$ cat config.mk
export PLATFORM = sky130hd
export DESIGN_NAME = muldiv_seq
export DESIGN_NICKNAME = d
export VERILOG_FILES = /design/src/rtl/muldiv_seq.sv
export SDC_FILE = /design/constraint.sdc
export NUM_CORES = 1
export LEC_CHECK = 0
export CAP_MARGIN = 20
export CORE_ASPECT_RATIO = 1.25
export CORE_MARGIN = 2
export CORE_UTILIZATION = 35
export CTS_BUF_LIST = sky130_fd_sc_hd__clkbuf_8
export DETAILED_ROUTE_END_ITERATION = 8
export SLEW_MARGIN = 40
export SYNTH_ARGS = -nofsm -noshare
export SYNTH_HDL_FRONTEND = slang
export SYNTH_SLANG_ARGS = --single-unit
$ cat constraint.sdc
create_clock -name clk -period 3.71 [get_ports clk]
set_input_delay 0.9275 -clock clk [delete_from_list [all_inputs] [get_ports clk]]
set_output_delay 0.9275 -clock clk [all_outputs]
set_load 0.1 [all_outputs]
$ cat src/rtl/muldiv_seq.sv
// Multi-cycle RV32M multiply/divide sequencer: radix-2 shift-add multiply and restoring divide on magnitudes.
// Optional MULDIV_EARLY_OUT_EN: skip CALC for divide-by-zero, signed overflow and zero-operand multiplies.
module muldiv_seq #(
  parameter int XLEN  = 32,
  parameter int ITERS = 32
) (
  input  logic            clk,
  input  logic            rst,
  input  logic            start,
  input  logic [2:0]      op,
  input  logic [XLEN-1:0] a,
  input  logic [XLEN-1:0] b,
  input  logic            flush,
  output logic            busy,
  output logic            done,
  output logic [XLEN-1:0] result
);

  localparam logic [2:0] S_IDLE = 3'd0;
  localparam logic [2:0] S_PREP = 3'd1;
  localparam logic [2:0] S_CALC = 3'd2;
  localparam logic [2:0] S_FIX  = 3'd3;
  localparam logic [2:0] S_DONE = 3'd4;

  localparam logic [XLEN-1:0] MIN_NEG = {1'b1, {(XLEN-1){1'b0}}};

  logic [2:0]        state, state_n;
  logic [5:0]        cnt;
  logic [2:0]        op_r;
  logic [XLEN-1:0]   a_r, b_r;
  logic [2*XLEN-1:0] acc;
  logic [XLEN-1:0]   mcand;
  logic              neg_r, divz_r, ovf_r;
  logic              accept;

  function automatic logic [XLEN-1:0] neg_w(input logic [XLEN-1:0] v);
    return ~v + 1'b1;
  endfunction

  function automatic logic [2*XLEN-1:0] neg_dw(input logic [2*XLEN-1:0] v);
    return ~v + 1'b1;
  endfunction

  // One shift-add step: conditionally add multiplicand into the high half, then shift right.
  function automatic logic [2*XLEN-1:0] mul_step(input logic [2*XLEN-1:0] p,
                                                 input logic [XLEN-1:0] m);
    logic [XLEN:0] sum;
    sum = {1'b0, p[2*XLEN-1:XLEN]} + (p[0] ? {1'b0, m} : {(XLEN+1){1'b0}});
    return {sum, p[XLEN-1:1]};
  endfunction

  // One restoring step on {rem,quot}: shift left, trial subtract, keep if non-negative.
  function automatic logic [2*XLEN-1:0] div_step(input logic [2*XLEN-1:0] p,
                                                 input logic [XLEN-1:0] d);
    logic [XLEN:0]   rs;
    logic [XLEN+1:0] diff;
    rs   = p[2*XLEN-1:XLEN-1];
    diff = {1'b0, rs} - {2'b00, d};
    if (!diff[XLEN+1]) return {diff[XLEN-1:0], p[XLEN-2:0], 1'b1};
    else               return {rs[XLEN-1:0], p[XLEN-2:0], 1'b0};
  endfunction

  logic            is_div, sgn_a, sgn_b, sa, sb;
  logic [XLEN-1:0] mag_a, mag_b;
  logic            sign_n, divz_n, ovf_n, early;

  always_comb begin
    is_div = op_r[2];
    sgn_a  = (op_r == 3'b001) || (op_r == 3'b010) || (op_r == 3'b100) || (op_r == 3'b110);
    sgn_b  = (op_r == 3'b001) || (op_r == 3'b100) || (op_r == 3'b110);
    sa     = sgn_a & a_r[XLEN-1];
    sb     = sgn_b & b_r[XLEN-1];
    mag_a  = sa ? neg_w(a_r) : a_r;
    mag_b  = sb ? neg_w(b_r) : b_r;
    // Remainder takes the dividend's sign; everything else takes the product/quotient sign.
    sign_n = (is_div && op_r[1]) ? sa : (sa ^ sb);
    divz_n = (b_r == '0);
    ovf_n  = is_div && !op_r[0] && (a_r == MIN_NEG) && (b_r == '1);
`ifdef MULDIV_EARLY_OUT_EN
    early  = is_div ? (divz_n || ovf_n) : ((a_r == '0) || divz_n);
`else
    early  = 1'b0;
`endif
  end

  assign accept = start && !flush && ((state == S_IDLE) || (state == S_DONE));
  assign busy   = (state == S_PREP) || (state == S_CALC) || (state == S_FIX);
  assign done   = (state == S_DONE);

  always_comb begin
    state_n = state;
    if (flush) state_n = S_IDLE;
    else begin
      case (state)
        S_IDLE:  if (start) state_n = S_PREP;
        S_PREP:  state_n = early ? S_FIX : S_CALC;
        S_CALC:  if (cnt == 6'd0) state_n = S_FIX;
        S_FIX:   state_n = S_DONE;
        S_DONE:  state_n = start ? S_PREP : S_IDLE;
        default: state_n = S_IDLE;
      endcase
    end
  end

  logic [2*XLEN-1:0] prod;
  logic [XLEN-1:0]   quot, rem, fix_val;
`ifdef MULDIV_EARLY_OUT_EN
  logic              mzero_r;
`endif

  always_comb begin
    prod = neg_r ? neg_dw(acc) : acc;
    quot = neg_r ? neg_w(acc[XLEN-1:0]) : acc[XLEN-1:0];
    rem  = neg_r ? neg_w(acc[2*XLEN-1:XLEN]) : acc[2*XLEN-1:XLEN];
    case (op_r)
      3'b000:                 fix_val = prod[XLEN-1:0];
      3'b001, 3'b010, 3'b011: fix_val = prod[2*XLEN-1:XLEN];
      3'b100, 3'b101:         fix_val = divz_r ? '1 : (ovf_r ? MIN_NEG : quot);
      default:                fix_val = divz_r ? a_r : (ovf_r ? '0 : rem);
    endcase
`ifdef MULDIV_EARLY_OUT_EN
    if (!op_r[2] && mzero_r) fix_val = '0;
`endif
  end

  // Control: state, iteration counter and the architecturally visible result.
  always_ff @(posedge clk) begin
    if (rst) begin
      state  <= S_IDLE;
      cnt    <= 6'd0;
      result <= '0;
    end else begin
      state <= state_n;
      if (state == S_PREP) cnt <= 6'(ITERS - 1);
      else if (state == S_CALC && cnt != 6'd0) cnt <= cnt - 6'd1;
      if (state == S_FIX && !flush) result <= fix_val;
    end
  end

  // Datapath: operand capture, magnitude preparation and iteration register.
  always_ff @(posedge clk) begin
    if (accept) begin
      op_r <= op;
      a_r  <= a;
      b_r  <= b;
    end
    if (state == S_PREP) begin
      acc    <= {{XLEN{1'b0}}, mag_a};
      mcand  <= mag_b;
      neg_r  <= sign_n;
      divz_r <= divz_n;
      ovf_r  <= ovf_n;
`ifdef MULDIV_EARLY_OUT_EN
      mzero_r <= (a_r == '0) || divz_n;
`endif
    end else if (state == S_CALC) begin
      acc <= op_r[2] ? div_step(acc, mcand) : mul_step(acc, mcand);
    end
  end

endmodule

# --- Word level (Yosys, flattened, before mapping) ---
# Cells that the tools add are included.
totals:
  register_bits: 207
  latchBits: 0
  ramBits: 0
  mem_bits_ro: 0
  output_inout_bits: 34
  word_cells: 95
  memories: 0
classes:
  n_addsub: 8
  n_mul: 0
  n_div: 0
  order_cmp: 0
  eq_ne: 14
  shift: 0
  n_mux: 22
  bitwise: 8
  n_reduce_logical: 30
ops:
  columns: ["cell", "count"]
  rows:
  - ["$mux W32", 11]
  - ["$mux W64", 3]
  - ["$add A32 B1 Y32 const B", 4]
  - ["$not A32 Y32", 4]
  - ["$pmux W32 S3", 1]
  - ["$add A64 B1 Y64 const B", 1]
  - ["$eq A32 B32 Y1 const B", 2]
  - ["$not A64 Y64", 1]
  - ["$sub A33 B32 Y34", 1]
  - ["$add A32 B32 Y33", 1]
  - ["$logic_not A32 Y1", 1]
  - ["$pmux W3 S5", 1]
  - ["$eq A3 B2 Y1 const B", 4]
  - ["$eq A3 B3 Y1 const B", 4]
  - ["$mux W5", 2]
  - ["$logic_and A1 B1 Y1", 8]
  - ["$logic_or A1 B1 Y1", 8]
  - ["$eq A3 B1 Y1 const B", 2]
  - ["$logic_not A3 Y1", 2]
  - ["$logic_not A6 Y1", 1]
  - ["$mux W3", 2]
  - ["$reduce_bool A6 Y1", 1]
  - ["$reduce_or A2 Y1", 3]
  - ["$sub A6 B1 Y6 const B", 1]
  - ["9 further kinds", 13]

# --- Depth between registers and ports, before layout ---
# Gate-level depths: netlist of the first run.
logic_depth:
  depth_word: 7
  ltp_mapped: 15
  depth_no_buf: 13

# --- Least setup slack after synthesis of the first run ---
# No wires, ideal clock.
synth_path:
  path_kind: "register to register"
  startpoint: "reg acc[10]"
  endpoint: "reg result[29]"
  setup_ns: 0.092
  t_arrival_ns: 3.460
  t_required_ns: 3.618
  path_slack_ns: 0.158
  path_stages_with_launch: 11
  path_cell_list: "edfxtp_1 > or4_4 > or4b_1 > buf_2 > or4_4 > or4_4 > buf_6 > o41ai_2 > xnor2_1 > a21oi_1 > nor4_1"
synth_between:
  elab_chain_len: 6
  elab_cells_between_ends: 9
  cone_classes: "add/sub: 2; mux: 5; bitwise: 2"
synth_rtl:
  columns: ["item", "line_no", "text"]
  rows:
  - ["start, declared", "31", "logic [2*XLEN-1:0] acc;"]
  - ["start signal, assigned", "148", "acc <= {{XLEN{1'b0}}, mag_a};"]
  - ["start signal, assigned", "157", "acc <= op_r[2] ? div_step(acc, mcand) : mul_step(acc, mcand);"]
  - ["$not A32 Y32", "37", "return ~v + 1'b1;"]
  - ["$add A32 B1 Y32", "37", null]
  - ["$mux W32", "113", "quot = neg_r ? neg_w(acc[XLEN-1:0]) : acc[XLEN-1:0];"]
  - ["$mux W32 (2 in series)", "118", "3'b100, 3'b101: fix_val = divz_r ? '1 : (ovf_r ? MIN_NEG : quot);"]
  - ["$pmux W32 S3 *", "115", "case (op_r)"]
  - ["end signal, assigned", "136", "if (state == S_FIX && !flush) result <= fix_val;"]
  - ["end, declared", "16", "output logic [XLEN-1:0] result"]
# Every way passes the cells marked *; elsewhere a longest branch is shown, timed or not.
# A chain may end at the register's enable or synchronous reset.

# --- Worst setup path in the final report of the first run ---
layout_path:
  startpoint: "reg a_r[1]"
  endpoint: "reg acc[30], data pin"
layout_between:
  elab_chain_len: 4
layout_rtl:
  columns: ["item", "line_no", "text"]
  rows:
  - ["start, declared", "30", "logic [XLEN-1:0] a_r, b_r;"]
  - ["start signal, assigned", "144", "a_r <= a;"]
  - ["$not A32 Y32", "37", null]
  - ["$add A32 B1 Y32", "37", null]
  - ["$mux W32", "73", "mag_a = sa ? neg_w(a_r) : a_r;"]
  - ["$mux W32", "147", "if (state == S_PREP) begin"]
# No other way between the ends.

==> reports/qor.yml, run 1 <==
finish:
  syn2layout_area_growth_pct: 19.8
  fin_cells: 2586
  n_fill_cell: 4461
  finish.utilization_pct: 42.3
  finalNetCount: 2126
  drive_gt1_share_pct: 13.0
  multi_input_area_um2: 9350
  seqCellArea_um2: 5490
  n_antenna_cell: 0
synth:
  synth-seq-area-share_pct: 35.3
  syn_area_per_cell_um2: 8.51
  synth_nets: 1967
  yosysWarningCount: 0
  syn_area_um2: 15500
  async_reset_ff_share_pct: 0
  ys.flop_type: "edfxtp_1"
  syn_inst: 1824
  synth_edf_count: 134
  synth_cell_type_count: 73
  synth-seq-cells: 207
timing:
  worst_pin_slew_ns: 0.817
  max_freq_ghz: 0.280
  rsz0062_at_grt: "no"
  clock_skew_ns: 0.0244
  hold_violations: 0
  finalSetupViolations: 0
  maxSlewHeadroom_pct: 45.4
  setup_ws_ns: 0.140
  fin_crit_sh_pct: 96.2
  setup_tns_ns: 0
  fin_crit_ns: 3.57
  final-max-slew-violation-count: 0
critical_path:
  cp-start-kind: "flop"
  critPathCaptureType: "flop"
  r2r_cells: 11
  critPathKind: "flop to flop"
  critPathMaxFanout: 5
  cp_data_required_time_ns: 4.02
  crit_arrival_ns: 3.88
floorplan:
  core_area_um2: 43900
  start_util_pct: 35.4
  floorplan.die.height_um: 239
  die_area_um2: 46100
  rows: 86
  fp.dieW_um: 192
  ios: 105
job:
  drv_cap: 0
clocking:
  clock-sinks: 207
  clockBufferDepth: 3
  cts_tree: "built"
  clk_pin_slew_ns: 0.06
  post-cts-setup-buffer-count: 0
  htreeDepth: 2
  cts_made_buffers: 40
  root_buffer: "clkbuf_8"
  clk_latency_ns: 0.60
  cts_hold_buffers: 0
global_route:
  grt_pass1_vias: 14316
  grt_overflow_total: 0
  antenna_found_initial: 0
  grt_pass1_wl_mm: 82.9
  track_usage_pct: 23.8
  grt_max_degree: 104
power:
  irDropWorstVdd_mv: 0.284
  power_w: 0.00796
  power_density_nw_per_um2: 428
  leakage_nw: 7.24
placement:
  place_congestion: 0.960
  place_inst: 2513
  port_buffers: 104
  place_hpwl_mm: 42.8
  pre_cts_ws_ns: 0.0634
routing:
  via_count: 14756
  routed_wl_mm: 55.7
  antenna_left: 0
  drc_errors: 0
  wl_per_cell_um: 21.5
  firstDrtPassIters: 5
  via_per_inst: 5.71
  drtIter0Drc: 948
status:
  status: "completed"
min_path:
  hp-class: "flop to flop"
  whs_path_depth: 2
[layout make-up]
cell class / count / area share [%]
Tap cell: 572 / 3.85
Timing Repair Buffer: 233 / 10.5
Clock buffer: 45 / 3.33
Multi-Input combinational cell: 1432 / 50.3
Clock inverter: 28 / 1.14
Inverter: 69 / 1.40
Sequential cell: 207 / 29.5
[routing by layer]
layer / GRT usage (%) / wire (um)
met1: 26.7 / 21400
met2: 41.5 / 27100
met3: 3.65 / 3160
met4: 15.8 / 3990
met5: 0 / 0
[cells by family (layout without fill, tap and decap cells)]
logic type / after synthesis / after routing / synth area share, %
compound gates: 558 / 558 / 22.8
xor+xnor: 206 / 206 / 11.6
fa+ha+maj: 72 / 72 / 5.90
buf+inv: 185 / 375 / 4.55
flops: 207 / 207 / 35.3
mux: 40 / 40 / 2.63
simple gates: 556 / 556 / 17.1
[where the power goes]
| group | internal [W] | total [W] | switching [W] |
|---|---|---|---|
| clock network | 0.00133 | 0.00243 | 0.00110 |
| logic | 0.00110 | 0.00273 | 0.00163 |
| registers | 0.00262 | 0.00281 | 0.000189 |
[sequential cells by signal, indices dropped and copies added, names as in the netlist]
register / flops
cnt: 6
divz_r: 1
a_r: 32
acc: 64
ovf_r: 1
neg_r: 1
op_r: 3
b_r: 32
state: 3
result: 32
mcand: 32
[worst max-delay path, cell delays in order (launching register included)]
cell	delay (ns)
edfxtp_1	0.47
inv_1	0.10
ha_1	0.15
or3b_2	0.47
nor2_1	0.29
nand2_1	0.29
nor2_2	0.27
nand2_1	0.14
or4_1	0.50
o41ai_1	0.35
xor2_1	0.18
a21oi_1	0.08
[synth_stat cells, types with 16 or more instances]
cell      number  share of area, %
nand3_1       41               1.3
edfxtp_1     134                26
xor2_1        90               5.1
a31oi_1       22              0.89
xnor2_1      116               6.5
inv_1         67               1.6
o31ai_1       40               1.9
a21oi_1      156               5.0
a221oi_1      33               1.9
ha_1          70               5.6
nor3_1        36               1.2
nor2_1       148               3.6
o21ai_0      152               4.9
nor4_1        29               1.2
mux2i_1       34               2.2
o21a_1        16              0.77
nand4_1       19              0.77
nand2_1      172               4.2
clkbuf_1     104               2.5
dfxtp_1       73               9.4
a211oi_1      24               1.2
or3_1         23              0.93
a21o_1        27               1.3
[worst paths after layout]
check / start / end / slack, ns
hold / removal: result[20] / result[20] / 0.46
hold reg to reg: result[20] / result[20] / 0.46
setup / recovery: a_r[1] / acc[30] / 0.14
setup reg to reg: a_r[1] / acc[30] / 0.14
[what timing repair did]
item / 4_1_cts / 5_1_grt
gates resized for setup: 0 / 7
hold endpoints to repair: 0 / 0
endpoints found under the setup margin: 0 / 12
[placed cells by master (no fill, tap or decap), types with 7 or more instances in the layout]
cell,instances
or4_1,15
nor3_1,36
mux2i_1,34
a21oi_1,156
a211oi_1,24
buf_2,7
clkinv_2,9
dfxtp_1,73
inv_1,75
o211ai_1,9
o31ai_1,39
edfxtp_1,134
nand3_1,41
nand2b_1,9
nor2_1,147
or2_2,9
nand2_1,172
buf_4,153
nor4_1,29
or3_1,22
ha_1,70
a31oi_1,22
nand4_1,19
a221oi_1,33
o22ai_1,7
clkbuf_8,45
and3_1,7
nor2b_1,9
clkdlybuf4s50_1,70
a21o_1,27
o21ai_0,150
xor2_1,90
xnor2_1,116
and2_1,14
o21a_1,16
o41ai_1,15
[per-stage QoR]
stage | cell area, um^2 | hold WS (ns)
2_1_floorplan | 15500 | 0.515
3_3_place_gp | 17800 | 0.450
3_5_place_dp | 17700 | 0.451
4_1_cts | 18600 | 0.457
5_1_grt | 18600 | 0.480
6_report | 18600 | 0.457
Note: power is estimated with default switching activity, not from simulation.
==> run 2, diff against run 1 <==
- CORE_MARGIN: 2 -> not set
==> run 2 against run 1 <==
- routed wire length fell by 0.41%
- combinational power barely moved
- clock skew rose by 0.0037 ns
- via count fell by 0.34%
- global-route usage rose by 0.61 points
- flip-flop and latch count did not move
- critical endpoint is now result[29]
==> reports/qor.yml, run 2 (synthesis gave the netlist of run 1 again) <==
routing:
  antenna_left: 0
  drc_errors: 0
  wl_per_cell_um: 21.4
  via_count: 14706
  drtIter0Drc: 1009
  firstDrtPassIters: 5
  via_per_inst: 5.69
  routed_wl_mm: 55.4
critical_path:
  critPathMaxStageDelay_ns: 0.58
  crit_arrival_ns: 4.17
  path_common_cell: "or4_4"
  critPathTopFamily: "simple AND/OR/NAND/NOR gates"
  path_cells: "or4_4 > or4b_4 > or4_4 > or4_4 > buf_4 > o41ai_2 > xnor2_1 > a21oi_1 > nor4_2"
  r2r-start: "acc[10]"
  cp-start-kind: "flop"
  r2r_end: "result[29]"
  cp_data_required_time_ns: 4.26
  critPathKind: "flop to flop"
  crit_path_top_delay_cell: "or4b_4"
  critPathMaxFanout: 6
  path_buf_inv: 1
  r2r_slack_ns: 0.09
  r2r_cells: 9
  critPathCaptureType: "flop"
global_route:
  grt_max_degree: 50
  grt_pass1_wl_mm: 84.0
  antenna_found_initial: 0
  grt_pass1_vias: 14484
  grt_overflow_total: 0
  track_usage_pct: 24.4
power:
  switching_share_pct: 35.9
  p_sw_w: 0.00294
  p_seq_share_pct: 33.9
  irDropWorstVdd_mv: 0.302
  pwr-share-comb_pct: 33.5
  power_density_nw_per_um2: 438
  power_w: 0.00818
  leakage_nw: 7.30
  intPower_w: 0.00524
  power_frac_clock_pct: 32.6
clocking:
  root_buffer: "clkbuf_8"
  cts_made_buffers: 42
  clk_pin_slew_ns: 0.06
  clockBufferDepth: 3
  clock-sinks: 207
  clk_latency_ns: 0.63
  cts_hold_buffers: 0
  cts_tree: "built"
  htreeDepth: 2
timing:
  max_freq_ghz: 0.276
  fin_crit_sh_pct: 97.6
  clock_skew_ns: 0.0281
  finalSetupViolations: 0
  fin_crit_ns: 3.62
  final-max-slew-violation-count: 0
  maxSlewHeadroom_pct: 46.6
  hold_violations: 0
  worst_pin_slew_ns: 0.799
job:
  drv_cap: 0
min_path:
  hold_start: "result[2]"
  whs_path_depth: 2
  hp-class: "flop to flop"
  hold_end: "result[2]"
placement:
  place_hpwl_mm: 42.5
  port_buffers: 104
  place_congestion: 0.959
finish:
  largest_reg_flops: 64
  n_antenna_cell: 0
  drive_gt1_share_pct: 13.3
  syn2layout_area_growth_pct: 20.3
  layout_common_cells: "nand2_1 (172), buf_4 (157), a21oi_1 (156), o21ai_0 (152), nor2_1 (147)"
  mostFrequentLayoutCell: "nand2_1"
  finish.utilization_pct: 43.0
  finalNetCount: 2132
  regMostFlops: "acc"
floorplan:
  start_util_pct: 35.8
  core_area_um2: 43400
  ios: 105
  die_area_um2: 45200
  rows: 85
  fp.dieW_um: 190
  floorplan.die.height_um: 237
status:
  status: "completed"
-- run 2: power by group through the flow --
stage          logic (W)  registers, W  clock network (W)
2_1_floorplan    0.00178       0.00280                  0
3_3_place_gp     0.00268       0.00281                  0
3_5_place_dp     0.00269       0.00281                  0
4_1_cts          0.00271       0.00277            0.00273
5_1_grt          0.00299       0.00279            0.00282
6_report         0.00274       0.00277            0.00267
-- run 2: timing repair --
item | CTS | global route
resized for setup | 0 | 4
setup buffers | 0 | 0
endpoints found under the setup margin | 0 | 8
-- run 2: final cells by class --
type,count,area (um^2)
clock buffer,44,606
clock inverter,32,308
fill,4361,24700
inverter,69,259
multi-input combinational,1432,9360
sequential,207,5490
tap,565,707
timing repair buffer,237,1940
-- run 2: worst max path at each step --
| stage | from | end | slack (ns) | depth (start not counted) |
|---|---|---|---|---|
| floorplan | acc[10] | result[29] | 0.16 | 10 |
| global placement | acc[10] | result[29] | 0.1 | 9 |
| detailed placement | acc[10] | result[29] | 0.04 | 9 |
| CTS | acc[10] | result[29] | 0.04 | 9 |
| global route | acc[10] | result[29] | -0.01 | 9 |
| finish | acc[10] | result[29] | 0.09 | 9 |
-- run 2: worst min-delay path, delay by kind of cell (launching register included) --
family / cells / cell delay [ns]
AO/OA/AOI/OAI: 1 / 0.05
flip-flops: 1 / 0.31
AND/OR/NAND/NOR: 1 / 0.05
-- run 2: metrics by stage --
step / setup TNS (ns) / setup slack (ns) / hold WS [ns] / cells / instance area [um^2]
2_1_floorplan: 0 / 0.158 / 0.515 / 1824 / 15500
3_3_place_gp: 0 / 0.0980 / 0.448 / 2510 / 17800
3_5_place_dp: 0 / 0.0360 / 0.447 / 2510 / 17700
4_1_cts: 0 / 0.0419 / 0.455 / 2586 / 18600
5_1_grt: -0.00995 / -0.00995 / 0.482 / 2586 / 18700
6_report: 0 / 0.0882 / 0.451 / 2586 / 18700
-- run 2: per-layer routing --
layer	global-route usage, %	vias up	share of wire, %
met1	28.3	6999	40
met4	14.4	0	6.0
met2	42.6	496	49
met5	0	-	0
li1	-	7073	-
met3	3.28	138	5.1
==> run 3, diff against run 2 <==
- CTS_BUF_LIST: sky130_fd_sc_hd__clkbuf_8 -> sky130_fd_sc_hd__clkbuf_4 sky130_fd_sc_hd__clkbuf_8
- SKIP_LAST_GASP: not set -> 1
- clock period: 3.71 -> 3.8 ns (I/O delays scaled with it)
==> run 3 against run 2 <==
- flip-flop and latch count unchanged
- critical endpoint unchanged
- worst setup slack lost 0.012 ns
- routed wire length fell by 0.70%
- worst hold slack better by 0.0064 ns
- critical path depth unchanged
- maximum frequency shrank 2.8%
- combinational power fell by 5%
- non-clock buffer count fell by 23
- critical path type unchanged
- register-to-register slack is essentially flat
==> reports/qor.yml, run 3 (synthesis gave the netlist of run 1 again) <==
global_route:
  grt_pass1_vias: 14080
  grt_max_degree: 104
  antenna_found_initial: 2
  grt_pass1_wl_mm: 83.5
  track_usage_pct: 24.3
  grt_overflow_total: 0
critical_path:
  critPathMaxStageDelay_ns: 0.62
  crit_arrival_ns: 4.28
  critPathMaxFanout: 8
  r2r_cells: 9
  path_common_cell: "or4_4"
  critPathKind: "flop to flop"
  path_cells: "or4_4 > or4b_1 > or4_4 > or4_4 > buf_4 > o41ai_2 > xnor2_1 > a21oi_1 > nor4_1"
  critPathCaptureType: "flop"
  r2r-start: "acc[10]"
  cp-start-kind: "flop"
  crit_path_top_delay_cell: "or4b_1"
  startpoint: "acc[10]"
  cp_data_required_time_ns: 4.36
finish:
  finalNetCount: 2109
  regMostFlops: "acc"
  stdcell_area_um2: 18400
  mostFrequentLayoutCell: "nand2_1"
  syn2layout_area_growth_pct: 18.6
  largest_reg_flops: 64
  n_fill_cell: 4351
  drive_gt1_share_pct: 12.5
  layout_common_cells: "nand2_1 (172), a21oi_1 (156), o21ai_0 (151), nor2_1 (148), edfxtp_1 (134)"
  n_antenna_cell: 0
clocking:
  clock-sinks: 207
  post-cts-setup-buffer-count: 0
  cts_made_buffers: 42
  root_buffer: "clkbuf_8"
  cts_hold_buffers: 0
  clk_pin_slew_ns: 0.06
  cts_tree: "built"
  htreeDepth: 2
  clk_latency_ns: 0.65
  clockBufferDepth: 3
timing:
  finalSetupViolations: 0
  fin_crit_sh_pct: 98.0
  fin_crit_ns: 3.72
  worst_pin_slew_ns: 0.872
  setup_tns_ns: 0
  maxSlewHeadroom_pct: 41.5
  rsz0062_at_grt: "no"
  final-max-slew-violation-count: 0
  clock_skew_ns: 0.0435
  max_freq_ghz: 0.269
  hold_violations: 0
floorplan:
  fp.dieW_um: 190
  floorplan.die.height_um: 237
  die_area_um2: 45200
  start_util_pct: 35.8
  ios: 105
  rows: 85
  core_area_um2: 43400
routing:
  via_count: 14597
  drc_errors: 0
  firstDrtPassIters: 5
  wl_per_cell_um: 21.5
  routed_wl_mm: 55.1
  via_per_inst: 5.70
  antenna_left: 0
  drtIter0Drc: 1077
power:
  power_density_nw_per_um2: 428
  irDropWorstVdd_mv: 0.259
  leakage_nw: 7.17
status:
  status: "completed"
min_path:
  hold_start: "result[2]"
  whs_path_depth: 2
  hp-class: "flop to flop"
placement:
  dpl-instance-area_um2: 17500
  port_buffers: 104
  place_hpwl_mm: 41.8
  place_congestion: 1.01
job:
  drv_cap: 0
-- run 3: cell count changes in the layout (fill, tap and decap cells not counted), sizes merged --
cell,delta
bufinv,-4
clkinvlp,-2
clkbuf,+12
clkinv,-1
inv,-5
buf,-23
-- run 3: what timing repair did --
action                     CTS  global route
setup endpoints to repair    0             4
hold endpoints to repair     0             0
resized for setup            0             3
-- run 3: final timing paths --
check | to | slack [ns]
max | result[29] | 0.08
min | result[2] | 0.46
max reg2reg | result[29] | 0.08
min reg2reg | result[2] | 0.46
-- run 3: through the flow --
| step | utilization [%] | std cells | total power [W] | setup WS (ns) | hold WS, ns |
|---|---|---|---|---|---|
| after detailed placement | 40.4 | 2487 | 0.00535 | 0.114 | 0.452 |
| after global placement | 40.7 | 2487 | 0.00535 | 0.147 | 0.449 |
| after floorplan | - | 1824 | 0.00447 | 0.248 | 0.515 |
| final | 42.4 | 2563 | 0.00787 | 0.0758 | 0.457 |
| after CTS | 42.4 | 2563 | 0.00791 | 0.120 | 0.460 |
| after global routing | 42.4 | 2563 | 0.00830 | 0.0142 | 0.479 |
-- run 3: area by class of cell --
type                    count  area (um^2)  area share, %
multi-input cells        1432         9340           50.7
flip-flops and latches    207         5490           29.8
repair buffers            214         1740           9.43
clock buffers              56          721           3.91
well taps                 565          707           3.84
inverters                  69          259           1.41
clock inverters            20          163          0.883
-- run 3: power by group --
group / switching, W / leakage, nW / internal (W)
Sequential: 0.000211 / 1.83 / 0.00256
Combinational: 0.00154 / 4.87 / 0.00105
Clock: 0.00113 / 0.470 / 0.00138
Total: 0.00289 / 7.17 / 0.00499
-- run 3: worst max-delay path: cells and delay by family (launching register included) --
family | cells | cell delay (ns)
XOR/XNOR | 1 | 0.16
AO/OA/AOI/OAI | 2 | 0.46
AND/OR/NAND/NOR | 5 | 2.44
flip-flops | 1 | 0.39
buffers and inverters | 1 | 0.20
-- run 3: per-layer routing --
layer	up-vias	global-route usage [%]	routed length [um]
met4	0	11.8	2690
met2	510	42.4	27200
met5	-	0	0
met1	6941	28.7	22200
met3	135	3.90	2960
li1	7011	-	-
